[src/rtl/mem_uart_responder_pkg.sv]
// Shared constants, state encoding and field-packing helpers for the
// byte-serial memory responder.
package mem_uart_responder_pkg;

    localparam logic [7:0] CMD_RD  = 8'hC0;
    localparam logic [7:0] CMD_WR  = 8'h80;
    localparam int         CMD_BIT = 7;
    localparam int         RD_BIT  = 6;
    localparam int         SEG_W   = 7;

    typedef enum logic [2:0] {
        ST_IDLE,
        ST_ADDR,
        ST_AMSB,
        ST_LEN,
        ST_WDATA,
        ST_WMSB,
        ST_MEM,
        ST_RESP
    } state_t;

    // Fields arrive as 7-bit segments followed by one byte of bit-7 values.
    function automatic logic [31:0] insert_seg(input logic [31:0] word,
                                               input logic [1:0]  idx,
                                               input logic [SEG_W-1:0] seg);
        return word | ({25'b0, seg} << {idx, 3'b000});
    endfunction

    function automatic logic [31:0] spread_msb(input logic [3:0] bits);
        return {bits[3], 7'b0, bits[2], 7'b0, bits[1], 7'b0, bits[0], 7'b0};
    endfunction

    function automatic logic [3:0] be_mask(input logic [1:0] len);
        case (len)
            2'd0:    return 4'b0001;
            2'd1:    return 4'b0011;
            2'd2:    return 4'b0111;
            default: return 4'b1111;
        endcase
    endfunction

endpackage

[src/rtl/mem_uart_responder_if.sv]
// Byte-stream and memory-port signals of the responder; the slave modport
// is the responder's view, the master modport the surrounding system's.
interface mem_uart_responder_if;

    logic [7:0]  rx_data;
    logic        rx_valid;
    logic        rx_ready;
    logic [7:0]  tx_data;
    logic        tx_valid;
    logic        tx_ready;
    logic        mem_req;
    logic        mem_we;
    logic [31:0] mem_addr;
    logic [31:0] mem_wdata;
    logic [3:0]  mem_be;
    logic [31:0] mem_rdata;
    logic        mem_ack;
    logic        frame_err;
    logic        busy;

    modport master (
        output rx_data, rx_valid, tx_ready, mem_rdata, mem_ack,
        input  rx_ready, tx_data, tx_valid, mem_req, mem_we, mem_addr,
               mem_wdata, mem_be, frame_err, busy
    );

    modport slave (
        input  rx_data, rx_valid, tx_ready, mem_rdata, mem_ack,
        output rx_ready, tx_data, tx_valid, mem_req, mem_we, mem_addr,
               mem_wdata, mem_be, frame_err, busy
    );

endinterface

[src/rtl/mem_uart_responder.sv]
// Far-end responder: decodes read/write command frames from the RX byte
// stream, performs one memory access per frame and returns read data on TX.
module mem_uart_responder
    import mem_uart_responder_pkg::*;
#(
    parameter int TIMEOUT = 4096
) (
    input logic                 clk,
    input logic                 rst,
    mem_uart_responder_if.slave bus
);

    localparam int TMO_W = $clog2(TIMEOUT + 1);

    state_t            state, state_n;
    logic [1:0]        cnt, cnt_n;
    logic [1:0]        len, len_n;
    logic              is_read, is_read_n;
    logic [31:0]       addr, addr_n;
    logic [31:0]       wdata, wdata_n;
    logic [31:0]       rdata, rdata_n;
    logic [TMO_W-1:0]  tmo, tmo_n;
    logic              err_q, err_n;

    logic rx_ready_int;
    logic beat;
    logic in_frame;
    logic cmd_byte;

    assign rx_ready_int = (state != ST_MEM) && (state != ST_RESP);
    assign beat         = bus.rx_valid && rx_ready_int;
    assign in_frame     = rx_ready_int && (state != ST_IDLE);
    assign cmd_byte     = (bus.rx_data == CMD_RD) || (bus.rx_data == CMD_WR);

    always_ff @(posedge clk or negedge rst) begin
        if (!rst) begin
            state   <= ST_IDLE;
            cnt     <= '0;
            len     <= '0;
            is_read <= 1'b0;
            addr    <= '0;
            wdata   <= '0;
            rdata   <= '0;
            tmo     <= '0;
            err_q   <= 1'b0;
        end else begin
            state   <= state_n;
            cnt     <= cnt_n;
            len     <= len_n;
            is_read <= is_read_n;
            addr    <= addr_n;
            wdata   <= wdata_n;
            rdata   <= rdata_n;
            tmo     <= tmo_n;
            err_q   <= err_n;
        end
    end

    // Any bit-7 byte inside a frame restarts decoding, as does every byte in IDLE.
    always_comb begin
        state_n   = state;
        cnt_n     = cnt;
        len_n     = len;
        is_read_n = is_read;
        addr_n    = addr;
        wdata_n   = wdata;
        rdata_n   = rdata;
        tmo_n     = '0;
        err_n     = 1'b0;

        if (beat && ((state == ST_IDLE) || bus.rx_data[CMD_BIT])) begin
            err_n = (state != ST_IDLE) || !cmd_byte;
            if (cmd_byte) begin
                is_read_n = bus.rx_data[RD_BIT];
                addr_n    = '0;
                wdata_n   = '0;
                cnt_n     = '0;
                len_n     = '0;
                state_n   = ST_ADDR;
            end else begin
                state_n = ST_IDLE;
            end
        end else if (beat) begin
            case (state)
                ST_ADDR: begin
                    addr_n = insert_seg(addr, cnt, bus.rx_data[SEG_W-1:0]);
                    cnt_n  = cnt + 2'd1;
                    if (cnt == 2'd3) begin
                        state_n = ST_AMSB;
                    end
                end
                ST_AMSB: begin
                    if (bus.rx_data[7:4] != 4'b0) begin
                        err_n   = 1'b1;
                        state_n = ST_IDLE;
                    end else begin
                        addr_n  = addr | spread_msb(bus.rx_data[3:0]);
                        state_n = ST_LEN;
                    end
                end
                ST_LEN: begin
                    if (bus.rx_data[7:2] != 6'b0) begin
                        err_n   = 1'b1;
                        state_n = ST_IDLE;
                    end else begin
                        len_n   = bus.rx_data[1:0];
                        cnt_n   = '0;
                        state_n = is_read ? ST_MEM : ST_WDATA;
                    end
                end
                ST_WDATA: begin
                    wdata_n = insert_seg(wdata, cnt, bus.rx_data[SEG_W-1:0]);
                    if (cnt == len) begin
                        cnt_n   = '0;
                        state_n = ST_WMSB;
                    end else begin
                        cnt_n = cnt + 2'd1;
                    end
                end
                ST_WMSB: begin
                    if ((bus.rx_data[7:4] != 4'b0) ||
                        ((bus.rx_data[3:0] & ~be_mask(len)) != 4'b0)) begin
                        err_n   = 1'b1;
                        state_n = ST_IDLE;
                    end else begin
                        wdata_n = wdata | spread_msb(bus.rx_data[3:0]);
                        state_n = ST_MEM;
                    end
                end
                default: ;
            endcase
        end else if (in_frame) begin
            if (tmo == TMO_W'(TIMEOUT - 1)) begin
                err_n   = 1'b1;
                state_n = ST_IDLE;
            end else begin
                tmo_n = tmo + 1'b1;
            end
        end else if (state == ST_MEM) begin
            if (bus.mem_ack) begin
                if (is_read) begin
                    rdata_n = bus.mem_rdata;
                    cnt_n   = '0;
                    state_n = ST_RESP;
                end else begin
                    state_n = ST_IDLE;
                end
            end
        end else if (state == ST_RESP) begin
            if (bus.tx_ready) begin
                if (cnt == len) begin
                    cnt_n   = '0;
                    state_n = ST_IDLE;
                end else begin
                    cnt_n = cnt + 2'd1;
                end
            end
        end
    end

    assign bus.rx_ready  = rx_ready_int;
    assign bus.busy      = (state != ST_IDLE);
    assign bus.frame_err = err_q;
    assign bus.mem_req   = (state == ST_MEM);
    assign bus.mem_we    = (state == ST_MEM) && !is_read;
    assign bus.mem_addr  = addr;
    assign bus.mem_wdata = wdata;
    assign bus.mem_be    = (state == ST_MEM) ? be_mask(len) : 4'b0;
    assign bus.tx_valid  = (state == ST_RESP);
    assign bus.tx_data   = (state == ST_RESP) ? rdata[{cnt, 3'b000} +: 8] : 8'h00;

endmodule
[src/flat_wrapper.sv]
// flat-port wrapper written by rule: the top's interface ports become plain ports
module mem_uart_responder_flat import mem_uart_responder_pkg::*;
#(
    parameter int TIMEOUT = 4096
)
  (clk, rst, bus_rx_data, bus_rx_valid, bus_tx_ready, bus_mem_rdata, bus_mem_ack, bus_rx_ready, bus_tx_data, bus_tx_valid, bus_mem_req, bus_mem_we, bus_mem_addr, bus_mem_wdata, bus_mem_be, bus_frame_err, bus_busy);
  mem_uart_responder_if bus_i ();
  input logic clk;
  input logic rst;
  input wire logic [$bits(bus_i.rx_data)-1:0] bus_rx_data;
  input wire logic [$bits(bus_i.rx_valid)-1:0] bus_rx_valid;
  input wire logic [$bits(bus_i.tx_ready)-1:0] bus_tx_ready;
  input wire logic [$bits(bus_i.mem_rdata)-1:0] bus_mem_rdata;
  input wire logic [$bits(bus_i.mem_ack)-1:0] bus_mem_ack;
  output wire logic [$bits(bus_i.rx_ready)-1:0] bus_rx_ready;
  output wire logic [$bits(bus_i.tx_data)-1:0] bus_tx_data;
  output wire logic [$bits(bus_i.tx_valid)-1:0] bus_tx_valid;
  output wire logic [$bits(bus_i.mem_req)-1:0] bus_mem_req;
  output wire logic [$bits(bus_i.mem_we)-1:0] bus_mem_we;
  output wire logic [$bits(bus_i.mem_addr)-1:0] bus_mem_addr;
  output wire logic [$bits(bus_i.mem_wdata)-1:0] bus_mem_wdata;
  output wire logic [$bits(bus_i.mem_be)-1:0] bus_mem_be;
  output wire logic [$bits(bus_i.frame_err)-1:0] bus_frame_err;
  output wire logic [$bits(bus_i.busy)-1:0] bus_busy;
  assign bus_i.rx_data = bus_rx_data;
  assign bus_i.rx_valid = bus_rx_valid;
  assign bus_i.tx_ready = bus_tx_ready;
  assign bus_i.mem_rdata = bus_mem_rdata;
  assign bus_i.mem_ack = bus_mem_ack;
  assign bus_rx_ready = bus_i.rx_ready;
  assign bus_tx_data = bus_i.tx_data;
  assign bus_tx_valid = bus_i.tx_valid;
  assign bus_mem_req = bus_i.mem_req;
  assign bus_mem_we = bus_i.mem_we;
  assign bus_mem_addr = bus_i.mem_addr;
  assign bus_mem_wdata = bus_i.mem_wdata;
  assign bus_mem_be = bus_i.mem_be;
  assign bus_frame_err = bus_i.frame_err;
  assign bus_busy = bus_i.busy;
  mem_uart_responder #(.TIMEOUT(TIMEOUT)) u_core (.clk(clk), .rst(rst), .bus(bus_i));
endmodule
[config.mk]
export PLATFORM = sky130hd
export DESIGN_NAME = mem_uart_responder_flat
export DESIGN_NICKNAME = d
export VERILOG_FILES = /design/src/rtl/mem_uart_responder_pkg.sv /design/src/rtl/mem_uart_responder_if.sv /design/src/rtl/mem_uart_responder.sv /design/src/flat_wrapper.sv
export SDC_FILE = /design/constraint.sdc
export NUM_CORES = 1
export LEC_CHECK = 0
export ABC_CLOCK_PERIOD_IN_PS = 2400
export CORE_MARGIN = 1
export CORE_UTILIZATION = 45
export DETAILED_ROUTE_END_ITERATION = 7
export GPL_ROUTABILITY_DRIVEN = 1
export PLACE_DENSITY = 0.83
export SYNTH_ARGS = -nofsm -noshare
export SYNTH_HDL_FRONTEND = slang
export SYNTH_SLANG_ARGS = --single-unit
[constraint.sdc]
create_clock -name clk -period 2.4 [get_ports clk]
set_clock_uncertainty 0.2 [all_clocks]
set_input_delay 0.24 -clock clk [delete_from_list [all_inputs] [get_ports clk]]
set_output_delay 0.24 -clock clk [all_outputs]
set_load 0.01 [all_outputs]
# [Word level (Yosys, flattened, before mapping)]
# Index checks and enable logic that the tools add are counted.
[totals] in_bits=45 register_bits=118 mem_bits_rw=0 output_inout_bits=82 latchBits=0 rom_bits=0 mem_count=0 word_cells=146
[op_classes] div=0 eq_ne=30 n_shift=2 order_cmp=0 bitwise_logic=9 n_mul=0 n_addsub=2 reduce_logical=33 muxes=61
[op_table] cell="two-way mux 32 bit" n=7
[op_table] cell="OR 32 bit" n=4
[op_table] cell="case mux 32 bit (2 select lines)" n=2
[op_table] cell="two-way mux 13 bit" n=4
[op_table] cell="two-way mux 3 bit" n=14
[op_table] cell="two-way mux 2 bit" n=17
[op_table] cell="variable part select 32 x 6 -> 8 bit" n=1
[op_table] cell="left shift 7 x 5 -> 32 bit" n=1
[op_table] cell="equality test 8 bit, second input constant" n=2
[op_table] cell="two-way mux 4 bit" n=4
[op_table] cell="AND reduction 8 bit" n=2
[op_table] cell="nonzero test 4 bit" n=4
[op_table] cell="case mux 3 bit (5 select lines)" n=1
[op_table] cell="nonzero test 5 bit" n=3
[op_table] cell="adder 13 x 1 -> 13 bit, second input constant" n=1
[op_table] cell="equality test 13 x 12 -> 1 bit, second input constant" n=1
[op_table] cell="equality test 3 bit, second input constant" n=4
[op_table] cell="!= test 4 bit, second input constant" n=3
[op_table] cell="case mux 4 bit (3 select lines)" n=1
[op_table] cell="AND reduction 4 bit" n=3
[op_table] cell="!= test 3 x 2 -> 1 bit, second input constant" n=3
[op_table] cell="nonzero test 3 bit" n=3
[op_table] cell="two-way mux 1 bit" n=8
[op_table] cell="two-way mux 8 bit" n=1
[op_table] cell="28 further kinds" n=43

# [Longest topological paths before layout]
[depth] ltp_word=13 mapped_depth=8

# [Worst setup path after synthesis]
# OpenSTA, ideal clock, no wires.
[synth_timing] kind="register to register" start="register u_core.tmo[0]" end="register u_core.state[0]" path_buffers=0 setup_ns=0.128 arrival_time_ns=1.819 slack_ns=0.254 path_stages_with_launch=7 required_time_ns=2.072 cell_sequence="dfrtp_1 > ha_1 > nand3_1 > or4_4 > o21ai_2 > and2b_1 > mux2_1"
[synth_between] elab_chain_cells=3
[synth_lines] element="from (decl)" line_no="mem_uart_responder.sv:22" source="logic [TMO_W-1:0] tmo, tmo_n;"
[synth_lines] element="from (signal assigned)" line_no="mem_uart_responder.sv:54" source="tmo <= tmo_n;"
[synth_lines] element="equality test 13 x 12 -> 1 bit" line_no="mem_uart_responder.sv:133" source="if (tmo == TMO_W'(TIMEOUT - 1)) begin"
[synth_lines] element="!= test 4 x 3 -> 1 bit (no source line)"
[synth_lines] element="AND reduction 8 bit (no source line)"
[synth_lines] element="to (signal assigned)" line_no="mem_uart_responder.sv:47" source="state <= state_n;"
[synth_lines] element="to (decl)" line_no="mem_uart_responder.sv:15" source="state_t state, state_n;"
# Every way passes these cells.
# A chain may end at the register's enable or synchronous reset.

# [Final worst setup path]
[layout_timing] start="register u_core.cnt[0]" end="register u_core.state[1]"
[layout_between] elab_chain_cells=3 word_cells_on_any_way=6
[layout_lines] element="from (decl)" line_no="mem_uart_responder.sv:16" source="logic [1:0] cnt, cnt_n;"
[layout_lines] element="from (signal assigned)" line_no="mem_uart_responder.sv:48" source="cnt <= cnt_n;"
[layout_lines] element="equality test 2 bit, on equally long branches" line_no="mem_uart_responder.sv:113, mem_uart_responder.sv:151, mem_uart_responder.sv:88"
[layout_lines] element="!= test 4 bit (no source line) or nonzero test 5 bit (tied branches)"
[layout_lines] element="AND reduction 8 bit (no source line) *"
# Every way passes the cells marked *; elsewhere a longest branch is shown, timed or not.

==> results by group <==
Placed design
  • GP Congestion: 0.8974
  • HPWL Detailed: 10120 um
  • Port buffer count: 126
  • Placed cell areas: 0.006994 mm^2
  • Dpl ws: 12.86 ps

Synth
  • Ys async rst share: 1.000
  • Area contributors post-synth: dfrtp_1, mux2_2, nor2_1
  • Synthesized instance count: 466
  • Synth warnings: 0
  • Mapped Nets: 513
  • Yosys top cell by area: dfrtp_1
  • Post-synthesis sequential area ratio: 0.5587
  • Syn Std Cell Area: 0.005285 mm^2
  • Seq cells post-synth: 118
  • Unique masters post-synth: 54
  • Avg Inst Size Synth: 11.34 um^2
  • Post-synth EDFFs: 0
  • Synth top area share: 0.5587
  • Main synth FF type: dfrtp_1

Die
  • Die H: 110.4 um
  • Die width: 110.4 um
  • CORE AREA: 0.01142 mm^2
  • Die ar.: 0.01218 mm^2
  • Starting density of the core: 0.4629
  • Top-level I/O count: 127
  • Cell row count: 39

Critical path
  • Most common cell on crit path: buf_12
  • CP Cell Sequence: buf_4 > buf_12 > buf_12 > ha_4 > nor4bb_4 > o21ai_1 > o211ai_1 > and2b_2 > mux2_4
  • Worst path top cell family by delay: simple AND/OR/NAND/NOR gates
  • Setup crit end kind: flip-flop
  • Critical path class: reg2reg
  • WP data arrival: 2460 ps
  • Required @ worst endpoint: 2500 ps
  • CP max FO: 10
  • Bufs and invs on worst path: 3
  • Startpoint types: flip-flop
  • CP max stage cell: dfrtp_1
  • Max incr delay on CP: 370 ps

Global routing
  • Gr ovfl total: 0
  • GRT Util Overall: 0.2448
  • Initial antenna violation count: 0
  • First-pass GRT wire length: 22030 um
  • Met3 GRT Util: 0.05409
  • GR Util met1: 0.3219
  • Vias in the first global route: 4425
  • Global-route met2 utilization: 0.3829
  • GRT Max-Usage Layer: met2
  • Largest net degree at the start of global routing: 46

STA
  • Final Cycle Share: 0.9845
  • Worst-Margin Slew: 547.1 ps
  • Hold slack final: 141.3 ps
  • Fmax: 423.2 MHz
  • Final min period: 2363 ps
  • Worst Slack Setup Final: 37.15 ps
  • Max Slew Vio Count: 0
  • Final setup violating endpoints: 0
  • Hold Vio Cnt, Final: 0
  • Rel. slew slack: 0.6353

Finish
  • Area delta synth->final: 46.26%
  • Commonest non-fill, non-tap cell in the layout: dfrtp_1
  • Reg area: 0.002958 mm^2
  • Commonest cells after routing, fill and taps aside: dfrtp_1, clkdlybuf4s50_1, nor2_1, buf_4, a21oi_1
  • Share of layout cells above drive strength 1: 0.2289
  • Fillers: 832
  • Diode count: 0
  • Design Area, Final: 0.007730 mm^2
  • # nets final: 685
  • Final Util: 0.6770
  • Area of the multi-input gates: 0.002201 mm^2

CTS
  • Clock Tree Buf Depth: 2
  • Clock tree root buffer cell: clkbuf_16
  • Clock Latency Late Sink: 420 ps
  • H-tree Lvls: 4
  • TritonCTS clock tree: done
  • CTS Buf Count: 17
  • Clk slew on worst S/H paths: 60 ps
  • Sink Count: 118

Pwr
  • Leakage: 3.610 nW
  • Pwr per Cell Area: 660.7 mW/mm^2
  • VDD IR-drop max: 0.5807 mV

Route
  • Via density: 5.525
  • Avg WL per Cell: 17.75 um
  • Drt total wl: 14090 um
  • Drt drc: 0
  • Post-route ant nets: 0
  • TritonRoute pass-1 iters: 7
  • Via count: 4387
  • Starting DRT DRC Count: 345

Run status
  • Status: finished, final reports clean

Flow run
  • Max-cap violations: 0

Worst hold path
  • Hold Crit Class: in2async
report_power, final:
part | internal (mW) | switching (mW) | total [mW]
logic | 0.267 | 0.205 | 0.472
clock network | 1.55 | 0.973 | 2.52
registers | 2.06 | 0.0496 | 2.11
state kept, by name, summed over array words and instances (netlist names):
register	count
u_core.bus.mem_addr	32
u_core.len	2
u_core.is_read	1
u_core.cnt	2
u_core.tmo	13
u_core.state	3
u_core.bus.frame_err	1
u_core.rdata	32
u_core.bus.mem_wdata	32
logic make-up (layout without fill, tap and decap cells):
family | count (synthesis) | count (layout) | share of synthesized area
AND/OR/NAND/NOR | 146 | 146 | 0.1359
flip-flops | 118 | 118 | 0.5587
AO/OA/AOI/OAI | 102 | 102 | 0.1352
multiplexers | 44 | 44 | 0.1106
buffers and inverters | 42 | 227 | 0.03504
XOR/XNOR | 12 | 12 | 0.01989
adder cells (fa/ha/maj) | 2 | 2 | 0.004734
per-stage QoR:
stage	power, mW	cells	TNS, ps
floorplan	2.282	466	0
global placement	2.600	754	0
detailed placement	2.613	754	0
CTS	5.145	790	-60.46
global route	5.278	794	-103.4
finish	5.107	794	0
cell usage after synthesis (all sizes together), types with 3 or more instances:
library cell and count:
dfrtp 118, clkbuf 10, inv 11, and2 3, nand3 6, nand4 3
a21oi 36, and3 6, mux2 35, xor2 8, nor2b 14, nor2 66
o21ai 11, xnor2 4, nor3 12, mux4 8, a22o 28, nand2 22
a32o 7, buf 21, nand2b 6
area by class of cell:
cell class,count,share of cell area
clock buffer,17,0.05503
clock inverter,15,0.02201
inverter,11,0.005342
multi-input combinational,306,0.2847
sequential,118,0.3826
tap,143,0.02315
timing repair buffer,184,0.2271
metal layers:
| layer | part of all wire | up-vias |
|---|---|---|
| li1 | - | 2003 |
| met1 | 0.41 | 2152 |
| met2 | 0.49 | 192 |
| met3 | 0.068 | 40 |
| met4 | 0.034 | 0 |
| met5 | 0 | - |
path summary, 6_finish.rpt:
| check | start | depth (start not counted) | slack [ps] | to |
|---|---|---|---|---|
| setup / recovery | u_core.cnt[0] | 9 | 40 | u_core.state[1] |
| hold / removal | rst | 2 | 140 | u_core.bus.mem_addr[0] |
| setup reg to reg | u_core.cnt[0] | 9 | 40 | u_core.state[1] |
| hold reg to reg | u_core.tmo[0] | 1 | 260 | u_core.tmo[0] |
| max in group asynchronous | rst | 3 | 1090 | u_core.bus.mem_addr[28] |
| min in group clk | bus_mem_rdata[18] | 2 | 230 | u_core.rdata[18] |
what timing repair did:
action | CTS | global route
hold buffers | 1 | 0
hold endpoints to repair | 37 | 0
buffers inserted | 3 | 4
pin swaps | 0 | 3
resized for setup | 20 | 19
endpoints found under the setup margin | 16 | 8
Power figures use the tool's default switching activity.
